$ cat src/rtl/alu_pkg.sv
// ============================================================================
// Module : alu_pkg
// Brief  : Shared func encodings, FSM state codes and width helper for alu_mc.
// Rev    : 1.0
// ============================================================================
`default_nettype none

package alu_pkg;

   localparam logic [4:0] F_ADD    = 5'h00;
   localparam logic [4:0] F_SLT    = 5'h01;
   localparam logic [4:0] F_SLTU   = 5'h02;
   localparam logic [4:0] F_AND    = 5'h03;
   localparam logic [4:0] F_OR     = 5'h04;
   localparam logic [4:0] F_XOR    = 5'h05;
   localparam logic [4:0] F_SLL    = 5'h06;
   localparam logic [4:0] F_SRL    = 5'h07;
   localparam logic [4:0] F_SUB    = 5'h08;
   localparam logic [4:0] F_SRA    = 5'h09;
   localparam logic [4:0] F_MUL    = 5'h10;
   localparam logic [4:0] F_MULH   = 5'h11;
   localparam logic [4:0] F_MULHSU = 5'h12;
   localparam logic [4:0] F_MULHU  = 5'h13;
   localparam logic [4:0] F_DIV    = 5'h14;
   localparam logic [4:0] F_DIVU   = 5'h15;
   localparam logic [4:0] F_REM    = 5'h16;
   localparam logic [4:0] F_REMU   = 5'h17;

   localparam logic [1:0] S_IDLE = 2'd0;
   localparam logic [1:0] S_BUSY = 2'd1;
   localparam logic [1:0] S_DONE = 2'd2;

   function automatic int shamt_w(input int xlen);
      return $clog2(xlen);
   endfunction

endpackage

`default_nettype wire

$ cat src/rtl/alu_muldiv_iter.sv
// ============================================================================
// Module : alu_muldiv_iter
// Brief  : Bit-serial shift-add multiply / restoring divide on magnitudes,
//          with sign fix-up and single-cycle divide special-case bypass.
// Rev    : 1.0
// ============================================================================
`default_nettype none

module alu_muldiv_iter #(
   parameter int XLEN = 32
) (
   input  logic            clk,
   input  logic            rst,
   input  logic            i_start,
   input  logic [2:0]      i_op,
   input  logic [XLEN-1:0] i_a,
   input  logic [XLEN-1:0] i_b,
   output logic            o_done,
   output logic [XLEN-1:0] o_res,
   output logic            o_bypass,
   output logic [XLEN-1:0] o_bypass_res
);

   localparam int CW = $clog2(XLEN);
   localparam logic [XLEN-1:0] C_MIN = {1'b1, {(XLEN-1){1'b0}}};

   logic            w_is_div, w_a_sgn, w_b_sgn, w_a_neg, w_b_neg;
   logic [XLEN-1:0] w_a_mag, w_b_mag;

   logic            r_run, r_div, r_neg_q, r_neg_r;
   logic [1:0]      r_sel;
   logic [CW-1:0]   r_cnt;
   logic [2*XLEN-1:0] r_acc;
   logic [XLEN-1:0] r_opd;

   logic [XLEN:0]     w_sum, w_shl, w_diff;
   logic              w_ge;
   logic [2*XLEN-1:0] w_nx, w_prod;
   logic [XLEN-1:0]   w_q, w_r;

   // Divide: both signed unless func[0]; multiply: MULHU unsigned, MULHSU signed a only
   assign w_is_div = i_op[2];
   assign w_a_sgn  = w_is_div ? !i_op[0] : (i_op[1:0] != 2'b11);
   assign w_b_sgn  = w_is_div ? !i_op[0] : !i_op[1];
   assign w_a_neg  = w_a_sgn & i_a[XLEN-1];
   assign w_b_neg  = w_b_sgn & i_b[XLEN-1];
   assign w_a_mag  = w_a_neg ? -i_a : i_a;
   assign w_b_mag  = w_b_neg ? -i_b : i_b;

   assign o_bypass = w_is_div && ((i_b == '0) ||
                     (!i_op[0] && (i_a == C_MIN) && (i_b == '1)));
   assign o_bypass_res = (i_b == '0) ? (i_op[1] ? i_a : '1)
                                     : (i_op[1] ? '0 : C_MIN);

   // r_acc is {hi, lo}: product/multiplier for multiply, remainder/quotient for divide
   assign w_sum  = {1'b0, r_acc[2*XLEN-1:XLEN]} + {1'b0, (r_acc[0] ? r_opd : '0)};
   assign w_shl  = r_acc[2*XLEN-1:XLEN-1];
   assign w_diff = w_shl - {1'b0, r_opd};
   assign w_ge   = !w_diff[XLEN];
   assign w_nx   = r_div ? {(w_ge ? w_diff[XLEN-1:0] : w_shl[XLEN-1:0]),
                            r_acc[XLEN-2:0], w_ge}
                         : {w_sum, r_acc[XLEN-1:1]};

   assign w_prod = r_neg_q ? -w_nx : w_nx;
   assign w_q    = r_neg_q ? -w_nx[XLEN-1:0] : w_nx[XLEN-1:0];
   assign w_r    = r_neg_r ? -w_nx[2*XLEN-1:XLEN] : w_nx[2*XLEN-1:XLEN];

   assign o_done = r_run && (r_cnt == CW'(XLEN-1));
   assign o_res  = r_div ? (r_sel[1] ? w_r : w_q)
                         : ((r_sel == 2'b00) ? w_prod[XLEN-1:0] : w_prod[2*XLEN-1:XLEN]);

   always_ff @(posedge clk) begin
      if (rst) begin
         r_run   <= 1'b0;
         r_cnt   <= '0;
         r_acc   <= '0;
         r_opd   <= '0;
         r_div   <= 1'b0;
         r_sel   <= 2'b00;
         r_neg_q <= 1'b0;
         r_neg_r <= 1'b0;
      end else if (i_start) begin
         r_run   <= 1'b1;
         r_cnt   <= '0;
         r_acc   <= {{XLEN{1'b0}}, (w_is_div ? w_a_mag : w_b_mag)};
         r_opd   <= w_is_div ? w_b_mag : w_a_mag;
         r_div   <= w_is_div;
         r_sel   <= i_op[1:0];
         r_neg_q <= w_a_neg ^ w_b_neg;
         r_neg_r <= w_a_neg;
      end else if (r_run) begin
         r_acc <= w_nx;
         r_cnt <= r_cnt + CW'(1);
         if (o_done) r_run <= 1'b0;
      end
   end

endmodule

`default_nettype wire

$ cat src/rtl/alu_mc.sv
// ============================================================================
// Module : alu_mc
// Brief  : Multi-cycle execute ALU with valid/ready handshake and tag pass-through.
//          Macro ALU_MULDIV_EN builds the iterative RV32M multiply/divide path.
// Rev    : 1.0
// ============================================================================
`default_nettype none

module alu_mc
   import alu_pkg::*;
#(
   parameter int XLEN  = 32,
   parameter int TAG_W = 5
) (
   input  logic             clock,
   input  logic             reset,
   input  logic             in_valid,
   output logic             in_ready,
   input  logic [4:0]       func,
   input  logic [XLEN-1:0]  a,
   input  logic [XLEN-1:0]  b,
   input  logic [TAG_W-1:0] tag_in,
   output logic             out_valid,
   input  logic             out_ready,
   output logic [XLEN-1:0]  res,
   output logic [TAG_W-1:0] tag_out,
   output logic             err,
   output logic             busy
);

   localparam int SHW = shamt_w(XLEN);

   logic [1:0]       r_state;
   logic [XLEN-1:0]  r_res;
   logic [TAG_W-1:0] r_tag;
   logic             r_err;

   logic             w_accept, w_base_ok, w_acc_err, w_acc_iter, w_md_done;
   logic [XLEN-1:0]  w_base_res, w_acc_res, w_md_res;
   logic [SHW-1:0]   w_shamt;

   assign w_shamt   = b[SHW-1:0];
   assign in_ready  = (r_state == S_IDLE) || ((r_state == S_DONE) && out_ready);
   assign w_accept  = in_valid && in_ready;
   assign out_valid = (r_state == S_DONE);
   assign res       = r_res;
   assign tag_out   = r_tag;
   assign err       = r_err;

   always_comb begin
      w_base_res = '0;
      w_base_ok  = 1'b1;
      case (func)
         F_ADD:   w_base_res = a + b;
         F_SUB:   w_base_res = a - b;
         F_SLT:   w_base_res = {{(XLEN-1){1'b0}}, ($signed(a) < $signed(b))};
         F_SLTU:  w_base_res = {{(XLEN-1){1'b0}}, (a < b)};
         F_AND:   w_base_res = a & b;
         F_OR:    w_base_res = a | b;
         F_XOR:   w_base_res = a ^ b;
         F_SLL:   w_base_res = a << w_shamt;
         F_SRL:   w_base_res = a >> w_shamt;
         F_SRA:   w_base_res = $unsigned($signed(a) >>> w_shamt);
         default: w_base_ok  = 1'b0;
      endcase
   end

`ifdef ALU_MULDIV_EN
   logic            w_is_m, w_md_bypass, w_md_start;
   logic [XLEN-1:0] w_md_byp_res;

   assign w_is_m     = (func[4:3] == 2'b10);
   assign w_md_start = w_accept && w_is_m && !w_md_bypass;
   assign busy       = (r_state == S_BUSY);

   alu_muldiv_iter #(
      .XLEN (XLEN)
   ) u_muldiv (
      .clk          (clock),
      .rst          (reset),
      .i_start      (w_md_start),
      .i_op         (func[2:0]),
      .i_a          (a),
      .i_b          (b),
      .o_done       (w_md_done),
      .o_res        (w_md_res),
      .o_bypass     (w_md_bypass),
      .o_bypass_res (w_md_byp_res)
   );

   always_comb begin
      w_acc_res  = w_base_ok ? w_base_res : '0;
      w_acc_err  = !w_base_ok;
      w_acc_iter = 1'b0;
      if (w_is_m) begin
         w_acc_res  = w_md_bypass ? w_md_byp_res : '0;
         w_acc_err  = 1'b0;
         w_acc_iter = !w_md_bypass;
      end
   end
`else
   assign busy      = 1'b0;
   assign w_md_done = 1'b0;
   assign w_md_res  = '0;

   always_comb begin
      w_acc_res  = w_base_ok ? w_base_res : '0;
      w_acc_err  = !w_base_ok;
      w_acc_iter = 1'b0;
   end
`endif

   // An accept in DONE (out_ready high) restarts exactly like an accept in IDLE
   always_ff @(posedge clock) begin
      if (reset) begin
         r_state <= S_IDLE;
         r_res   <= '0;
         r_tag   <= '0;
         r_err   <= 1'b0;
      end else if (w_accept) begin
         r_tag <= tag_in;
         if (w_acc_iter) begin
            r_state <= S_BUSY;
         end else begin
            r_state <= S_DONE;
            r_res   <= w_acc_res;
            r_err   <= w_acc_err;
         end
      end else if ((r_state == S_DONE) && out_ready) begin
         r_state <= S_IDLE;
      end else if ((r_state == S_BUSY) && w_md_done) begin
         r_state <= S_DONE;
         r_res   <= w_md_res;
         r_err   <= 1'b0;
      end
   end

endmodule

`default_nettype wire

$ cat config.mk
export PLATFORM = sky130hd
export DESIGN_NAME = alu_mc
export DESIGN_NICKNAME = d
export VERILOG_FILES = /design/src/rtl/alu_pkg.sv /design/src/rtl/alu_muldiv_iter.sv /design/src/rtl/alu_mc.sv
export SDC_FILE = /design/constraint.sdc
export NUM_CORES = 1
export LEC_CHECK = 0
export CORE_UTILIZATION = 55
export CTS_CLUSTER_DIAMETER = 120
export DETAILED_ROUTE_END_ITERATION = 6
export PLACE_DENSITY = 0.76
export SYNTH_ARGS = -nofsm -noshare
export SYNTH_HDL_FRONTEND = slang
export SYNTH_HIERARCHICAL = 1
export SYNTH_SLANG_ARGS = --single-unit
$ cat constraint.sdc
create_clock -name clock -period 11.7 [get_ports clock]
set_input_delay 1.755 -clock clock [delete_from_list [all_inputs] [get_ports clock]]
set_output_delay 1.755 -clock clock [all_outputs]
set_load 0.01 [all_outputs]
# After elaboration in Yosys (flattened, before gate mapping)
# Index checks and enable logic that the tools add are counted.
word_totals:
  reg_bits: 39
  latchBits: 0
  ramBits: 0
  romBits: 0
  inputBits: 78
  out_inout_bits: 41
  word_cells: 36
  memories: 0
op_classes:
  add_sub_neg: 2
  multipliers: 0
  div: 0
  n_lt_le_gt_ge: 2
  n_eq_ne: 9
  n_shift: 3
  mux: 5
  bitwise_logic: 3
  reduce_logical: 8
ops:
  columns: ["cell", "count"]
  rows:
  - ["$pmux 32 s10", 1]
  - ["$lt 32x32->1", 2]
  - ["$add 32x32->32", 1]
  - ["$and 32x32->32", 1]
  - ["$mux 32", 1]
  - ["$or 32x32->32", 1]
  - ["$shl 32x5->32", 1]
  - ["$shr 32x5->32", 1]
  - ["$sshr 32x5->32", 1]
  - ["$sub 32x32->32", 1]
  - ["$xor 32x32->32", 1]
  - ["$eq 5x3->1 const B", 4]
  - ["$eq 5x2->1 const B", 2]
  - ["$eq 5x4->1 const B", 2]
  - ["$reduce_or 10->1", 1]
  - ["$eq 5x1->1 const B", 1]
  - ["$logic_not 5->1", 1]
  - ["$mux 2", 2]
  - ["$logic_and 1x1->1", 2]
  - ["$logic_not 2->1", 1]
  - ["$reduce_bool 2->1", 1]
  - ["$logic_not 1->1", 1]
  - ["$logic_or 1x1->1", 1]
  - ["$mux 1", 1]

# Depth between registers and ports, before layout
logic_depth:
  depth_word: 4
  ltp_mapped: 15
  mapped_depth_nobuf: 13

# Worst setup path after synthesis
# Ideal clock, no wire load.
synth_path:
  path_type: "input to register"
  start: "in b[2]"
  end: "reg r_res[15], in the netlist res[15]"
  setup_time_ns: 0.137
  arrival_ns: 4.820
  required_time_ns: 11.563
  setup_slack_ns: 6.743
  cell_stages: 14
  n_path_buf: 3
  cell_sequence: "buf_2 inv_2 buf_2 clkbuf_1 ha_1 o21ai_0 nor4_1 or2_1 or4_4 nand3_1 o21ai_0 xnor2_1 a2111oi_0 a211oi_1"
synth_between:
  elab_chain_len: 3
  word_cells_on_any_way: 7
  cone_classes: "add/sub (2); shift (3); mux (2)"
synth_rtl:
  columns: ["item", "line", "text"]
  rows:
  - ["start: declaration", "alu_mc.sv:21", "input logic [XLEN-1:0] b,"]
  - ["$sub 32x32->32 (tied with other cells)", "alu_mc.sv:55", "F_SUB: w_base_res = a - b;"]
  - ["$pmux 32 s10 *", "alu_mc.sv:53", "case (func)"]
  - ["$mux 32 *", "alu_mc.sv:107", "w_acc_res = w_base_ok ? w_base_res : '0;"]
  - ["end signal: assignment", "alu_mc.sv:126", "r_res <= w_acc_res;"]
  - ["end signal: assignment", "alu_mc.sv:133", "r_res <= w_md_res;"]
  - ["end: declaration", "alu_mc.sv:34", "logic [XLEN-1:0] r_res;"]
# Mark *: on every way between the ends. The rest lies on a longest branch, timed or not.
# A chain may end at the register's enable or synchronous reset.

# Final worst setup path
layout_path:
  start: "in b[3]"
  end: "reg r_res[0], in the netlist res[0]"
layout_between:
  elab_chain_len: 3
  word_cells_on_any_way: 7
  cone_classes: "order compare (2); shift (3); mux (2)"
layout_rtl:
  columns: ["item", "line", "text"]
  rows:
  - ["$lt 32x32->1 (tied with other cells)", "alu_mc.sv:57", "F_SLTU: w_base_res = {{(XLEN-1){1'b0}}, (a < b)};"]
  - ["$pmux 32 s10 *", "alu_mc.sv:53", null]
  - ["$mux 32 *", "alu_mc.sv:107", null]
# Marked as above.

==> metrics.log <==
[metrics] run status: finished, violations left
[metrics] failing checks: design-rule violations
[metrics] detailed router's first-iteration violation count: 1892
[metrics] Design Area, Final: 11600 sq um
[metrics] net count of the finished layout: 1681
[metrics] Netlist cell types: 96
[metrics] RSZ-0062 raised after global routing: false
[metrics] number of core rows: 49
[metrics] layout overhead on the synthesized area: 11.7%
[metrics] final setup vio count: 0
[metrics] clock latency on the worst-skew pair: 0.30 ns
[metrics] width of the chip: 140 microns
[metrics] post-CTS sizing: 0
[metrics] sequential-to-total area share from yosys stat: 7.49%
[metrics] post-detailed-placement cell area: 11500 sq um
[metrics] type of destination of the critical path: flop
[metrics] Worst Setup EP: res[0]
[metrics] slowest cell on the critical path: sky130_fd_sc_hd__ha_1
[metrics] Syn. warnings: 6
[metrics] sum of negative setup slack: 0 ns
[metrics] via count of the first global-routing pass: 11.6k
[metrics] endpoint of the worst-slack reg-to-reg timing path: res[29]
[metrics] setup clock skew after layout: 0.00669 ns
[metrics] leak pwr: 0.00464 uW
[metrics] CTS tree: built
[metrics] via count: 12.4k
[metrics] number of antenna violations at the first check in global routing: 0
[metrics] TritonRoute pass-1 iters: 7
[metrics] top_reg_cell synth: sky130_fd_sc_hd__dfxtp_1
[metrics] placer congestion estimate: 1.06
[metrics] drt drc: 1
[metrics] Bufs and invs on worst path: 4
[metrics] R2R Path Start: r_state[1]
[metrics] area of the core: 18300 sq um
[metrics] Reg clk slew, reported paths: 0.07 ns
[metrics] IR drop worst, VDD: 50.8 uV
[metrics] first-pass GRT wire length: 70.1 mm
[metrics] utilization after layout: 63.7%
[metrics] share of synthesized registers carrying an async set or reset: 0%
[metrics] final hold violations: 0
[metrics] clock root buffer: sky130_fd_sc_hd__clkbuf_16
[metrics] combined area of all synthesized cells: 10400 sq um
[metrics] remaining antenna violation count after routing: 0
[metrics] type of the worst setup path: in -> reg
[metrics] transition time at the pin with the least slew margin: 1.18 ns
[metrics] non-filler cells, final: 1732
[metrics] Net Count, Synth: 1645
[metrics] count of final max-slew check failures: 0
[metrics] HPWL after detailed placement: 34.8 mm
[metrics] arrival time reported for the critical path endpoint: 5.74 ns
[metrics] GRT Resource Usage Total: 46.7%
[metrics] #FFs+latches synth: 39
[metrics] kind of cell with the highest combined delay on the critical path: compound AO/OA/AOI/OAI gates
[metrics] count of placed standard cells including taps: 1723
[metrics] worst reg2reg setup slack: 8.81 ns
[metrics] post-CTS setup-driven buffer insertion count: 0
[metrics] number of logic stages on the critical path including buffering: 13
[metrics] number of inserted filler cells in the final layout: 1746
[metrics] type of the most critical hold path: reg -> reg
[metrics] top-area cell type share of the netlist area: 12.0%
[metrics] max-cap violations: 0
[metrics] I/O pin total: 119
[metrics] Slew headroom: 21.0%
[metrics] global route overflow: 0
[metrics] proportion of layout cells with a drive suffix above 1: 8.99%
[metrics] starting density of the core: 57.1%
[metrics] routed wire length: 46.1 mm
[metrics] DR WL/cell: 26.6 microns
[metrics] total power per unit cell area: 67.8 nW/um^2
[metrics] port bufs: 117
[metrics] setup slack at placement: 6.01 ns
[metrics] EDFF count, synth: 0
[metrics] total die area: 19500 sq um
[metrics] Inserted Clock Buffers: 5
[metrics] most frequent CP cell: sky130_fd_sc_hd__a21oi_1
[metrics] worst-path cell chain: buf_2, buf_4, inv_2, ha_1, inv_1, o211ai_1, o21ai_1, a21oi_1, o21ai_2, a21oi_1, or4_1, a221oi_1, nor3_1
[metrics] Sinks on Clock Net: 39
[metrics] post-route fraction of the period consumed by the critical path: 47.7%
[metrics] number of vias per cell: 7.18
[metrics] Final Critical Period: 5.58 ns
[metrics] maximum number of pins on one net before global-route repair: 71
[metrics] per-instance average area after synthesis: 7.12 sq um
[metrics] Worst path max stage delay: 0.50 ns
[metrics] Critical Path Start Type: input port
[metrics] Worst Path Max Fanout: 60
[metrics] Final Worst Setup Slack: 6.12 ns
[metrics] Post-CTS Hold Fix Bufs: 0
[metrics] Req. time, crit path: 11.86 ns
[metrics] main area contributors after synthesis: sky130_fd_sc_hd__ha_1 (12%), sky130_fd_sc_hd__dfxtp_1 (7.5%), sky130_fd_sc_hd__mux4_2 (6.9%), sky130_fd_sc_hd__a21oi_1 (6.9%), sky130_fd_sc_hd__nand2_1 (5.7%)
[metrics] launch point of the worst path: b[3]
[metrics] path depth of the worst reg2reg path: 9
[metrics] number of standard cells after synthesis: 1465
[metrics] cell type with the highest aggregate area in the netlist: sky130_fd_sc_hd__ha_1
[metrics] maximum clock frequency: 179 MHz
[metrics] Die Y-Extent: 140 microns
[metrics] maximum buffer depth of the clock tree: 2
[metrics] maximum level of the CTS H-tree: 2
-- worst reg2reg max path: cells and delay by family, from the launching register on --
| kind | cells | cell delay (ns) |
|---|---|---|
| buf+inv | 2 | 0.64 |
| simple gates | 4 | 1.27 |
| flops | 1 | 0.33 |
| compound gates | 3 | 0.53 |
-- cells in the mapped netlist (13+ instances only) --
master                     instances
sky130_fd_sc_hd__a211oi_1         35
sky130_fd_sc_hd__a21o_1           13
sky130_fd_sc_hd__a21oi_1         143
sky130_fd_sc_hd__a221oi_1         20
sky130_fd_sc_hd__a22oi_1          18
sky130_fd_sc_hd__a31oi_1          16
sky130_fd_sc_hd__buf_2            34
sky130_fd_sc_hd__clkbuf_1         52
sky130_fd_sc_hd__dfxtp_1          39
sky130_fd_sc_hd__ha_1            100
sky130_fd_sc_hd__inv_1            96
sky130_fd_sc_hd__mux2_2           28
sky130_fd_sc_hd__mux2i_1          51
sky130_fd_sc_hd__mux4_2           32
sky130_fd_sc_hd__nand2_1         157
sky130_fd_sc_hd__nand2b_1         13
sky130_fd_sc_hd__nand3_1          26
sky130_fd_sc_hd__nor2_1          144
sky130_fd_sc_hd__nor2b_1          16
sky130_fd_sc_hd__nor3_1           32
sky130_fd_sc_hd__nor4_1           14
sky130_fd_sc_hd__o211ai_1         22
sky130_fd_sc_hd__o21ai_0          91
sky130_fd_sc_hd__o21bai_1         17
sky130_fd_sc_hd__o31ai_1          15
sky130_fd_sc_hd__xnor2_1          22
-- flip-flops by register name (all words and copies together) (netlist names) --
register  cells
tag_out       5
err           1
res          32
r_state       1
-- per-layer routing --
layer | global-route usage [%] | share of wire, % | vias up
met3 | 10.8 | 13 | 169
met2 | 70.1 | 41 | 1034
li1 | - | - | 5489
met1 | 62.1 | 39 | 5750
met4 | 24.2 | 6.4 | 0
met5 | 0 | 0 | -
-- layout by cell type (no fill, tap or decap), drive strengths merged, types with 16 or more instances in the layout --
cell type	instances
nand2	157
inv	99
a211oi	36
mux2	29
nor2	146
dfxtp	39
a22oi	18
xnor2	22
nor2b	16
clkdlybuf4s50	112
mux4	32
a31oi	16
o21bai	17
o211ai	22
ha	100
nand3	26
mux2i	51
o21ai	102
buf	30
a21oi	145
nor3	33
a221oi	21
-- per-stage QoR --
step / total power, uW / hold slack [ns]
6_report: 790 / 0.451
5_1_grt: 821 / 0.493
4_1_cts: 771 / 0.452
3_5_place_dp: 602 / 0.444
3_3_place_gp: 601 / 0.438
2_1_floorplan: 453 / 0.476
-- kinds of logic after synthesis --
logic type | synth area share [%]
xor+xnor | 2.10
compound gates | 33.0
simple gates | 20.7
fa+ha+maj | 12.4
other cells | 0.0360
buf+inv | 9.36
flops | 7.49
mux | 14.9
-- final cells by class --
class,count,area [sq um],area share [%]
Sequential cell,39,781,6.71
Antenna cell,1,2.50,0.0215
Clock buffer,5,125,1.07
Clock inverter,3,43.8,0.376
Inverter,100,375,3.22
Multi-Input combinational cell,1213,8690,74.7
Tap cell,229,287,2.46
Timing Repair Buffer,142,1340,11.5
-- report_power, final --
group / total (uW) / leakage, uW / switching, uW / internal (uW)
Sequential: 138 / 0.000316 / 2.22 / 136
Clock: 168 / 0.0000838 / 66.7 / 101
Combinational: 484 / 0.00424 / 306 / 178
Total: 790 / 0.00464 / 375 / 415
-- worst min-delay path by stage --
stage	slack (ns)	endpoint	depth (start not counted)	start
CTS	0.45	res[1]	2	res[1]
global placement	0.44	res[1]	2	res[1]
detailed placement	0.44	res[1]	2	res[1]
global route	0.49	tag_out[0]	2	tag_out[0]
floorplan	0.48	res[1]	2	res[1]
finish	0.45	res[1]	2	res[1]
Power figures use the tool's default switching activity.
